### config.mk
export PLATFORM = sky130hd
export DESIGN_NAME = alu_op_sequencer
export DESIGN_NICKNAME = d
export VERILOG_FILES = /design/src/rtl/alu_op_sequencer.sv
export SDC_FILE = /design/constraint.sdc
export NUM_CORES = 1
export LEC_CHECK = 0
export CORE_MARGIN = 3
export CORE_UTILIZATION = 37
export DETAILED_ROUTE_END_ITERATION = 12
export HOLD_SLACK_MARGIN = 0.12
export PLACE_DENSITY = 0.74
export SETUP_SLACK_MARGIN = 0.3
export SLEW_MARGIN = 10
export SYNTH_ARGS = -nofsm -noshare
export SYNTH_HDL_FRONTEND = slang
export SYNTH_SLANG_ARGS = --single-unit
### constraint.sdc
create_clock -name clk -period 4 [get_ports clk]
set_clock_uncertainty 0.05 [all_clocks]
set_input_delay 0.6 -clock clk [delete_from_list [all_inputs] [get_ports clk]]
set_output_delay 0.6 -clock clk [all_outputs]
set_load 0.1 [all_outputs]
### src/rtl/alu_op_sequencer.sv
// -----------------------------------------------------------------------------
// alu_op_sequencer
//
// Initiator side of the one-hot ALU interface. Accepts a binary-coded ALU
// operation over a valid/ready request channel, encodes it to the 12-bit
// one-hot alu_control (bit 11-op set), drives the combinational ALU for
// SETTLE_CYCLES cycles, captures alu_result and hands it back over a
// valid/ready response channel. Illegal opcodes (12..15) bypass the ALU and
// are answered immediately with resp_err=1.
//
// Optional build macro: ALU_SEQ_CHECK_EN
//   Defined   -> an internal reference model checks alu_result on capture and
//                reports the outcome on resp_mismatch.
//   Undefined -> resp_mismatch is tied low and no model is built.
//
// Parameters
//   SETTLE_CYCLES  cycles alu_* is driven before alu_result is sampled (1..15)
//   CNT_W          width of the completed-operation counter
//
// Ports
//   clk            system clock, rising edge
//   reset          asynchronous, active-high reset
//   req_valid/req_ready      request handshake
//   req_op         binary opcode 0..11 (12..15 illegal)
//   req_src1/req_src2        operands (shift amount in req_src1[4:0])
//   alu_control    one-hot op select to the ALU
//   alu_src1/alu_src2        operands to the ALU
//   alu_result     combinational ALU result
//   resp_valid/resp_ready    response handshake
//   resp_result    captured result (0 for illegal ops)
//   resp_err       request carried an illegal opcode
//   resp_mismatch  ALU result disagreed with the reference model
//   op_count       completed responses, wraps silently
// -----------------------------------------------------------------------------
module alu_op_sequencer #(
    parameter int unsigned SETTLE_CYCLES = 1,
    parameter int unsigned CNT_W         = 16
) (
    input  logic             clk,
    input  logic             reset,
    input  logic             req_valid,
    output logic             req_ready,
    input  logic [3:0]       req_op,
    input  logic [31:0]      req_src1,
    input  logic [31:0]      req_src2,
    output logic [11:0]      alu_control,
    output logic [31:0]      alu_src1,
    output logic [31:0]      alu_src2,
    input  logic [31:0]      alu_result,
    output logic             resp_valid,
    input  logic             resp_ready,
    output logic [31:0]      resp_result,
    output logic             resp_err,
    output logic             resp_mismatch,
    output logic [CNT_W-1:0] op_count
);

    typedef enum logic [1:0] {
        IDLE = 2'd0,
        EXEC = 2'd1,
        RESP = 2'd2
    } state_t;

    // Counter reload so that the capture edge lands exactly SETTLE_CYCLES
    // edges after the accept edge.
    localparam logic [3:0] SETTLE_LOAD = 4'(SETTLE_CYCLES - 1);

    state_t             r_state;
    state_t             w_state_nxt;
    logic [3:0]         r_settle_cnt;
    logic [11:0]        r_alu_control;
    logic [31:0]        r_alu_src1;
    logic [31:0]        r_alu_src2;
    logic [31:0]        r_resp_result;
    logic               r_resp_err;
    logic [CNT_W-1:0]   r_op_count;

    logic               w_op_legal;
    logic [11:0]        w_onehot;
    logic               w_accept;
    logic               w_capture;
    logic               w_handoff;
    logic               w_req_ready;
    logic               w_resp_valid;

    assign w_op_legal = (req_op < 4'd12);
    assign w_onehot   = 12'h800 >> req_op;
    assign w_accept   = (r_state == IDLE) && req_valid;
    assign w_capture  = (r_state == EXEC) && (r_settle_cnt == 4'd0);
    assign w_handoff  = (r_state == RESP) && resp_ready;

    // ---------------------------------------------------------------- FSM
    // NOTE: state and datapath registers use non-blocking assignments so every
    // flop samples pre-edge values regardless of process ordering.
    always_ff @(posedge clk or posedge reset) begin
        if (reset) begin
            r_state <= IDLE;
        end else begin
            r_state <= w_state_nxt;
        end
    end

    // NOTE: next state defaults to the current state before the case, so no
    // path leaves it unassigned and no latch is inferred.
    always_comb begin
        w_state_nxt = r_state;
        case (r_state)
            IDLE:    if (req_valid) w_state_nxt = w_op_legal ? EXEC : RESP;
            EXEC:    if (r_settle_cnt == 4'd0) w_state_nxt = RESP;
            RESP:    if (resp_ready) w_state_nxt = IDLE;
            default: w_state_nxt = IDLE;
        endcase
    end

    always_comb begin
        w_req_ready  = 1'b0;
        w_resp_valid = 1'b0;
        case (r_state)
            IDLE:    w_req_ready  = 1'b1;
            RESP:    w_resp_valid = 1'b1;
            default: ;
        endcase
    end

    // ----------------------------------------------------------- datapath
    // NOTE: every register here is small control/data state, so all of it is
    // reset; nothing is large enough to warrant leaving it uninitialised.
    always_ff @(posedge clk or posedge reset) begin
        if (reset) begin
            r_settle_cnt  <= 4'd0;
            r_alu_control <= 12'h000;
            r_alu_src1    <= 32'h0;
            r_alu_src2    <= 32'h0;
            r_resp_result <= 32'h0;
            r_resp_err    <= 1'b0;
            r_op_count    <= '0;
        end else begin
            if (w_accept) begin
                if (w_op_legal) begin
                    r_alu_control <= w_onehot;
                    r_alu_src1    <= req_src1;
                    r_alu_src2    <= req_src2;
                    r_settle_cnt  <= SETTLE_LOAD;
                end else begin
                    // Illegal op never reaches the ALU: keep its inputs at 0.
                    r_alu_control <= 12'h000;
                    r_alu_src1    <= 32'h0;
                    r_alu_src2    <= 32'h0;
                    r_resp_result <= 32'h0;
                    r_resp_err    <= 1'b1;
                end
            end

            if ((r_state == EXEC) && (r_settle_cnt != 4'd0)) begin
                r_settle_cnt <= r_settle_cnt - 4'd1;
            end

            if (w_capture) begin
                r_resp_result <= alu_result;
                r_resp_err    <= 1'b0;
            end

            if (w_handoff) begin
                r_alu_control <= 12'h000;
                r_op_count    <= r_op_count + CNT_W'(1);
            end
        end
    end

    // ------------------------------------------------------ self-check model
`ifdef ALU_SEQ_CHECK_EN
    logic r_resp_mismatch;

    function automatic logic [31:0] ref_result(
        input logic [11:0] ctrl,
        input logic [31:0] a,
        input logic [31:0] b
    );
        logic [31:0] res;
        res = 32'h0;
        case (ctrl)
            12'h800: res = a + b;
            12'h400: res = a - b;
            12'h200: res = {31'h0, $signed(a) < $signed(b)};
            12'h100: res = {31'h0, a < b};
            12'h080: res = a & b;
            12'h040: res = ~(a | b);
            12'h020: res = a | b;
            12'h010: res = a ^ b;
            12'h008: res = b << a[4:0];
            12'h004: res = b >> a[4:0];
            12'h002: res = 32'($signed(b) >>> a[4:0]);
            12'h001: res = {b[15:0], 16'h0};
            default: res = 32'h0;
        endcase
        return res;
    endfunction

    always_ff @(posedge clk or posedge reset) begin
        if (reset) begin
            r_resp_mismatch <= 1'b0;
        end else if (w_capture) begin
            r_resp_mismatch <= (alu_result != ref_result(r_alu_control, r_alu_src1, r_alu_src2));
        end else if (w_accept || w_handoff) begin
            // Illegal-op responses and the return to IDLE both read as clean.
            r_resp_mismatch <= 1'b0;
        end
    end

    assign resp_mismatch = r_resp_mismatch;
`else
    assign resp_mismatch = 1'b0;
`endif

    // -------------------------------------------------------------- outputs
    assign req_ready   = w_req_ready;
    assign resp_valid  = w_resp_valid;
    assign alu_control = r_alu_control;
    assign alu_src1    = r_alu_src1;
    assign alu_src2    = r_alu_src2;
    assign resp_result = r_resp_result;
    assign resp_err    = r_resp_err;
    assign op_count    = r_op_count;

endmodule

After elaboration in Yosys (flattened, before gate mapping)
Index checks and enable logic that the tools add are counted.
W data, S select, Z words.
- output and inout bits: 128
- flip-flop bits (word level): 131
- input bits: 104
- word-level logic and storage cells: 53
- $add $sub $neg: 2
- reductions and logical operators: 14
- $lt $le $gt $ge: 1
- multiplexer cells: 21
- shift-type cells: 1
- eq/ne operators: 6
- operator list (kind ; count):
    $mux W32 ; 5
    $mux W12 ; 3
    $add A16 B1 Y16 const B ; 1
    $mux W4 ; 3
    $shr A12 B4 Y12 const A ; 1
    $mux W2 ; 4
    $reduce_bool A2 Y1 ; 4
    $ne A2 B2 Y1 const B ; 3
    $pmux W2 S3 ; 1
    $mux W1 ; 5
    $logic_and A1 B1 Y1 ; 4
    $logic_not A4 Y1 ; 1
    $lt A4 B4 Y1 const B ; 1
    $reduce_and A2 Y1 ; 2
    $reduce_bool A4 Y1 ; 1
    $sub A4 B1 Y4 const B ; 1
    $reduce_and A3 Y1 ; 1
    $eq A2 B1 Y1 const B ; 1
    $eq A2 B2 Y1 const B ; 1
    $logic_not A2 Y1 ; 1
    $ne A2 B1 Y1 const B ; 1

Depth between registers and ports, before layout
- depth in word-level cells: 4
- depth in mapped cells: 7
- gate-level depth less buffers: 6

Least setup slack after synthesis
OpenSTA, ideal clock, no wires.
- path kind: register -> output
- from: register r_state[1]
- to: output req_ready
- data required time: 3.350 ns
- arrival time: 1.701 ns
- path buffers: 0
- stages on the path, launching flop included: 2
- setup slack: 1.649 ns
- path through: dfrtp_1 > nor2_1
- longest elaborated chain between the ends: 2
- RTL lines (item ; line ; source):
    start: declaration ; 68 ; state_t r_state;
    start signal: assignment ; 99 ; r_state <= w_state_nxt;
    $logic_not A2 Y1 ; 118 ; case (r_state)
    $mux W1 ; 118 ;
    end: declaration ; 42 ; output logic req_ready,
No other way between the ends.

Final worst setup path
- from: register r_state[0]
- to: output resp_valid
- longest elaborated chain between the ends: 2
- RTL lines (item ; line ; source):
    $eq A2 B2 Y1 ; 118 ;
    $mux W1 ; 118 ;
    end: declaration ; 50 ; output logic resp_valid,
No other way between the ends.

==> out/qor.txt <==
PLACEMENT
------------------------------------------------------------------------------------------
DP HPWL                                                                            9700 um
Global placer's final weighted congestion                                            0.786
Placed cells                                                                           750
Count of input and output buffers                                                      230
Worst slack at placement                                                          0.866 ns

DIE
------------------------------------------------------------------------------------------
Total core area                                                                0.0129 mm^2
Die span in y                                                                       122 um
Rows                                                                                    41
Starting Density                                                                     38.6%
Die area                                                                       0.0149 mm^2
Top-level I/O count                                                                    232
Width of the die                                                                    122 um

CRITICAL PATH
------------------------------------------------------------------------------------------
WS Path Type                                                                    reg -> out
Worst Setup Start Kind                                                           flip-flop
End of the worst register-to-register path                                     alu_src2[1]
CP Launch Point                                                                 r_state[0]
Number of cells on the worst reg-to-reg path                                             4
Element type at the critical path end                                          output port
Maximum fanout along the worst path                                                      7
Worst path arrival time                                                            2.23 ns
Launch instance of the worst register-to-register path                          r_state[1]
R2R Setup Slk                                                                      1.42 ns
End point of the critical path                                                  resp_valid
Data required time of the critical path                                            3.35 ns

SYNTHESIS
------------------------------------------------------------------------------------------
Synthesis warning total                                                                  0
Number of storage elements in the synthesis netlist                                    131
Cell with the most instances after synthesis                                  sky130_fd_sc_hd__dfrtp_1
Post-synth EDFFs                                                                         0
Synthesized netlist cell count                                                         369
Part of the Yosys area used for sequential elements                                  65.9%
Cell type contributing the most total cell area after synthesis               sky130_fd_sc_hd__dfrtp_1
Fraction of synthesis flops using an asynchronous set or reset pin                    100%
Post-synth cell types                                                                   33
Syn_nets                                                                               475
Post-Syn Area                                                                 0.00497 mm^2
Mean area per synthesized cell                                                   13.5 um^2
Top cells by instance count after synthesis                                   sky130_fd_sc_hd__dfrtp_1, sky130_fd_sc_hd__a22o_1, sky130_fd_sc_hd__nand2_1
Leading post-synthesis cells by cell area                                     sky130_fd_sc_hd__dfrtp_1, sky130_fd_sc_hd__a22o_1, sky130_fd_sc_hd__xnor2_1, sky130_fd_sc_hd__nand2_1, sky130_fd_sc_hd__a21oi_1
Portion of synthesized cell area occupied by the leading cell type                   65.9%
Most instantiated flip-flop cell in the synthesis netlist                     sky130_fd_sc_hd__dfrtp_1

GLOBAL ROUTING
------------------------------------------------------------------------------------------
Maximum number of pins on one net before global-route repair                            88
Grt total ovfl                                                                           0
Wire length of the first global-routing pass                                     21,300 um
GRT Total Usage                                                                      18.5%
Via count of the first global-routing pass                                           4,152
Antenna violations before repair                                                         0

DRT
------------------------------------------------------------------------------------------
Number of iterations in the first detailed-routing pass                                  4
Drt wl/cell                                                                        17.5 um
Count of routing violations after the opening detailed-route iteration                 177
Count of vias placed by the detailed router                                          3,981
Routed vias/inst                                                                      5.09
Total wire length                                                                13,700 um
Detail Route Antenna Nets                                                                0
Detailed-route DRC error count                                                           0

STA
------------------------------------------------------------------------------------------
Setup TNS                                                                             0 ns
Share of the cycle needed by the critical path after routing                         72.0%
Shortest clock period the worst path allows after layout                           2.88 ns
Transition at the pin with the smallest max-transition slack                       1.06 ns
Worst max-slew margin expressed relative to the limit                                29.2%
Max-slew violation count                                                                 0
Setup violations, final                                                                  0
Setup repair after global routing missed its margin                                  false
Highest clock rate                                                                 347 MHz
Hold violation total from the final report                                               0
Final critical-path setup slack                                                    1.12 ns

CLOCKING
------------------------------------------------------------------------------------------
Root cell of the clock tree                                                   sky130_fd_sc_hd__clkbuf_16
Number of instances resized during post-cts repair                                       0
Htree depth                                                                              4
Hold Buf Count CTS                                                                       0
Count of buffers added by post-CTS timing repair for setup                               0
Clock tree from TritonCTS                                                              yes
Latest clock arrival within the worst-skew pair                                    0.42 ns
Clock sink count                                                                       131
Number of CTS-inserted buffers                                                          17
Number of buffers on the longest clock path                                              2
Clock edge transition at the registers on the reported setup and hold paths        0.06 ns

CELLS AND AREA
------------------------------------------------------------------------------------------
Fill cells                                                                           1,016
Core utilization of the finished layout                                              61.7%
Synth-to-Final Area Change                                                           59.6%
Fraction of final layout cells sized beyond drive strength 1                         7.05%
Number of nets in the final layout                                                     703
Antenna diode count                                                                      0
Non-Filler Instances                                                                   782

RUN STATUS
------------------------------------------------------------------------------------------
Result of the run                                                             finished clean

FLOW RUN
------------------------------------------------------------------------------------------
Maximum capacitance violations                                                           0

WORST HOLD PATH
------------------------------------------------------------------------------------------
Class of the tightest hold or removal check                                     reg -> reg

## how the worst min path moves through the flow
stage               startpoint              end  slack (ns)  cells past startpoint
2_1_floorplan  r_settle_cnt[0]  r_settle_cnt[0]        0.42                      1
3_3_place_gp      op_count[15]     op_count[15]        0.41                      1
3_5_place_dp      op_count[15]     op_count[15]        0.43                      1
4_1_cts           op_count[15]     op_count[15]        0.44                      1
5_1_grt           op_count[15]     op_count[15]        0.45                      1
6_report          op_count[15]     op_count[15]        0.44                      1
## through the flow
| step | area, um^2 | hold WS, ns |
|---|---|---|
| global placement | 7400 | 0.411 |
| floorplan | 4980 | 0.423 |
| CTS | 7940 | 0.439 |
| global route | 7940 | 0.450 |
| finish | 7940 | 0.436 |
| detailed placement | 7400 | 0.431 |
## final cells by class
class	instances	area, um^2	area share, %
Sequential cell	131	3280	41.3
Clock inverter	12	90.1	1.13
Multi-Input combinational cell	203	1510	19.0
Clock buffer	20	447	5.63
Tap cell	172	215	2.71
Inverter	7	30.0	0.378
Timing Repair Buffer	237	2370	29.8
## layer usage
metal	wire length [um]	vias to the layer above	GRT usage [%]
li1	-	1812	-
met1	5650	1990	22.6
met2	6730	161	29.8
met3	1060	18	7.52
met4	262	0	6.58
met5	0	-	0
## layout by cell type, fill, tap and decap left out, drive strengths merged
cell type | netlist | final
o22ai | 2 | 2
nor4b | 1 | 1
nor2b | 4 | 4
clkbuf | 6 | 20
nand3b | 1 | 1
mux2 | 1 | 1
clkinv | 0 | 9
a21o | 1 | 1
xnor2 | 13 | 13
nand3 | 13 | 13
xor2 | 3 | 3
inv | 7 | 6
clkinvlp | 0 | 3
o21ai | 1 | 1
a21oi | 13 | 13
dfrtp | 131 | 131
nand2b | 1 | 1
nor3 | 1 | 1
a22o | 96 | 96
nor3b | 3 | 3
buf | 22 | 7
conb | 1 | 1
nor2 | 8 | 8
and4 | 2 | 2
ha | 2 | 2
nand4 | 7 | 7
bufinv | 0 | 1
and3b | 1 | 1
and3 | 3 | 3
clkdlybuf4s50 | 0 | 230
mux2i | 2 | 2
nand2 | 21 | 21
or3b | 2 | 2
## sequential cells by signal (all words and copies together), names as in the netlist
| register | flops |
|---|---|
| alu_control | 12 |
| resp_err | 1 |
| alu_src1 | 32 |
| resp_result | 32 |
| alu_src2 | 32 |
| op_count | 16 |
| r_state | 2 |
| r_settle_cnt | 4 |
## worst max-delay path, cell delays in order (launching register included)
cell,delay [ns]
sky130_fd_sc_hd__dfrtp_1,0.43
sky130_fd_sc_hd__nand2b_1,0.18
sky130_fd_sc_hd__inv_1,0.06
sky130_fd_sc_hd__clkdlybuf4s50_1,1.14
## kinds of logic (layout without fill, tap and decap cells)
family                   after synthesis  after routing  share of synthesized area, %
multiplexers                           3              3                         0.629
adder cells (fa/ha/maj)                2              2                         0.503
AO/OA/AOI/OAI                        113            113                          18.7
other                                  1              1                        0.0754
XOR/XNOR                              16             16                          2.82
buffers and inverters                 35            276                          3.92
flip-flops                           131            131                          65.9
AND/OR/NAND/NOR                       68             68                          7.42
Power is not shown: default switching activity piles up to over one toggle a cycle in this logic, so the estimate is an artifact.
==> variant, RTL diff (same settings) <==
The option `ALU_SEQ_CHECK_EN` is turned on by a define.
--- a/src/rtl/alu_op_sequencer.sv
+++ b/src/rtl/alu_op_sequencer.sv
@@ -34,2 +34,4 @@
 // -----------------------------------------------------------------------------
+`define ALU_SEQ_CHECK_EN
+
 module alu_op_sequencer #(
Check against the original RTL: not equivalent (Yosys sat finds a counterexample within 4 cycles, from zero or initial values and one cycle with reset high).
==> variant against the original RTL <==
The run now ends with setup timing left. Via count increased to 4.9 times the old value. Register-to-register slack got worse by 2500 ps. Routed wire length increased to 6.2 times the old value. Hold slack improved by 5.2 ps. Worst setup slack got worse by 2200 ps. Cell count increased to 4.0 times the old value. Final area increased to 2.9 times the old value. Synthesized cell count increased to 5.1 times the old value. Sequential cell count increased by 1. Synthesized area increased to 3.0 times the old value. Largest cell class is now multi-input combinational cells.
==> variant: results (changes against the original RTL) <==
power.total_mw: 23.38
grt_use_total_pct: 38.21  # +20 points
cpLargestDelayFamily: "simple AND/OR/NAND/NOR gates"
hpwl_um: 69070  # +610%
drive_above_1_share_pct: 30.30  # +23 points
grt_pass1_vias: 19030  # +360%
diodes: 0  # unchanged
dpl-instance-area_mm2: 0.02238  # +200%
seq_area_frac_synth_pct: 21.79  # -44 points
top_layer: "met5"
setup_viol: 1  # +1
rr_startpoint: "alu_src1[0]"
wirelength_um: 85450  # +520%
grt_max_degree: 133  # +51%
fin_nets: 2782  # +300%
powerSeq_mw: 2.34
routed_via_density: 6.228  # +22%
globalRouteMet3Util_pct: 8.776  # +1.3 points
routabilityCongestion: 1.086  # +38%
crit_end: "resp_mismatch"
clock_latency_ps: 470  # +50 ps
hold_slack_ps: 440.8  # +5.178 ps
worstRegToRegCells: 12  # +8
slowest_delay_ps: 650  # -490 ps
cp_max_fo: 12  # +5
antenna_found_initial: 2  # +2
yosys.cell_types.count: 83  # +150%
synth_fp_nets: 2070  # +340%
timing.rr.end: "resp_mismatch"
synthFlopType: "dfrtp_1"
setup_ws_ps: -1037  # -2156 ps
status: "complete, but fails checks"
violations: "setup timing"
wl_met1_um: 35680  # +530%
avgSynthCellArea_um2: 8.124  # -40%
tns_ps: -1037  # -1037 ps
ys_top_cells_by_area: "dfrtp_1 (22%), ha_1 (8.1%), mux4_2 (6.8%)"
routedWlPerCell_um: 27.42  # +56%
critPathArrivalTime_ps: 5350  # +3120 ps
crit_path_top_delay_cell: "mux4_1"
drtIter0Drc: 2534  # +1300%
grt_first_pass_wirelength_um: 125500  # +490%
ys_top_cells_by_count: "nor2_1 (138), o21ai_0 (138), dfrtp_1 (132)"
place_inst: 3083  # +310%
worst_pin_slew_ps: 1078  # +18.27 ps
pre_cts_ws_ps: -1390  # -2256 ps
wl_met3_um: 9271  # +770%
[variant: kinds of logic (layout without fill, tap and decap cells)]
| family | Yosys count | count (layout) | share of synthesized area [%] |
|---|---|---|---|
| buffers and inverters | 250 | 975 | 6.537 |
| XOR/XNOR | 57 | 57 | 3.293 |
| multiplexers | 131 | 131 | 13.28 |
| AND/OR/NAND/NOR | 572 | 572 | 18.74 |
| adder cells (fa/ha/maj) | 100 | 100 | 8.353 |
| flip-flops | 132 | 132 | 21.79 |
| AO/OA/AOI/OAI | 624 | 624 | 28.01 |
[variant: layout make-up]
type / instances / area [um2]
Multi-Input combinational cell: 1484 / 11110
Clock buffer: 20 / 456.7
Tap cell: 525 / 656.9
Timing Repair Buffer: 840 / 7094
Fill cell: 3647 / 16980
Sequential cell: 132 / 3314
Clock inverter: 12 / 82.58
Inverter: 103 / 402.9
[variant: timing repair]
action | in CTS | in global routing
hold buffers | 0 | 0
buffers inserted | 0 | 1
resized for setup | 23 | 24
setup endpoints to repair | 1 | 1
pin swaps | 1 | 8
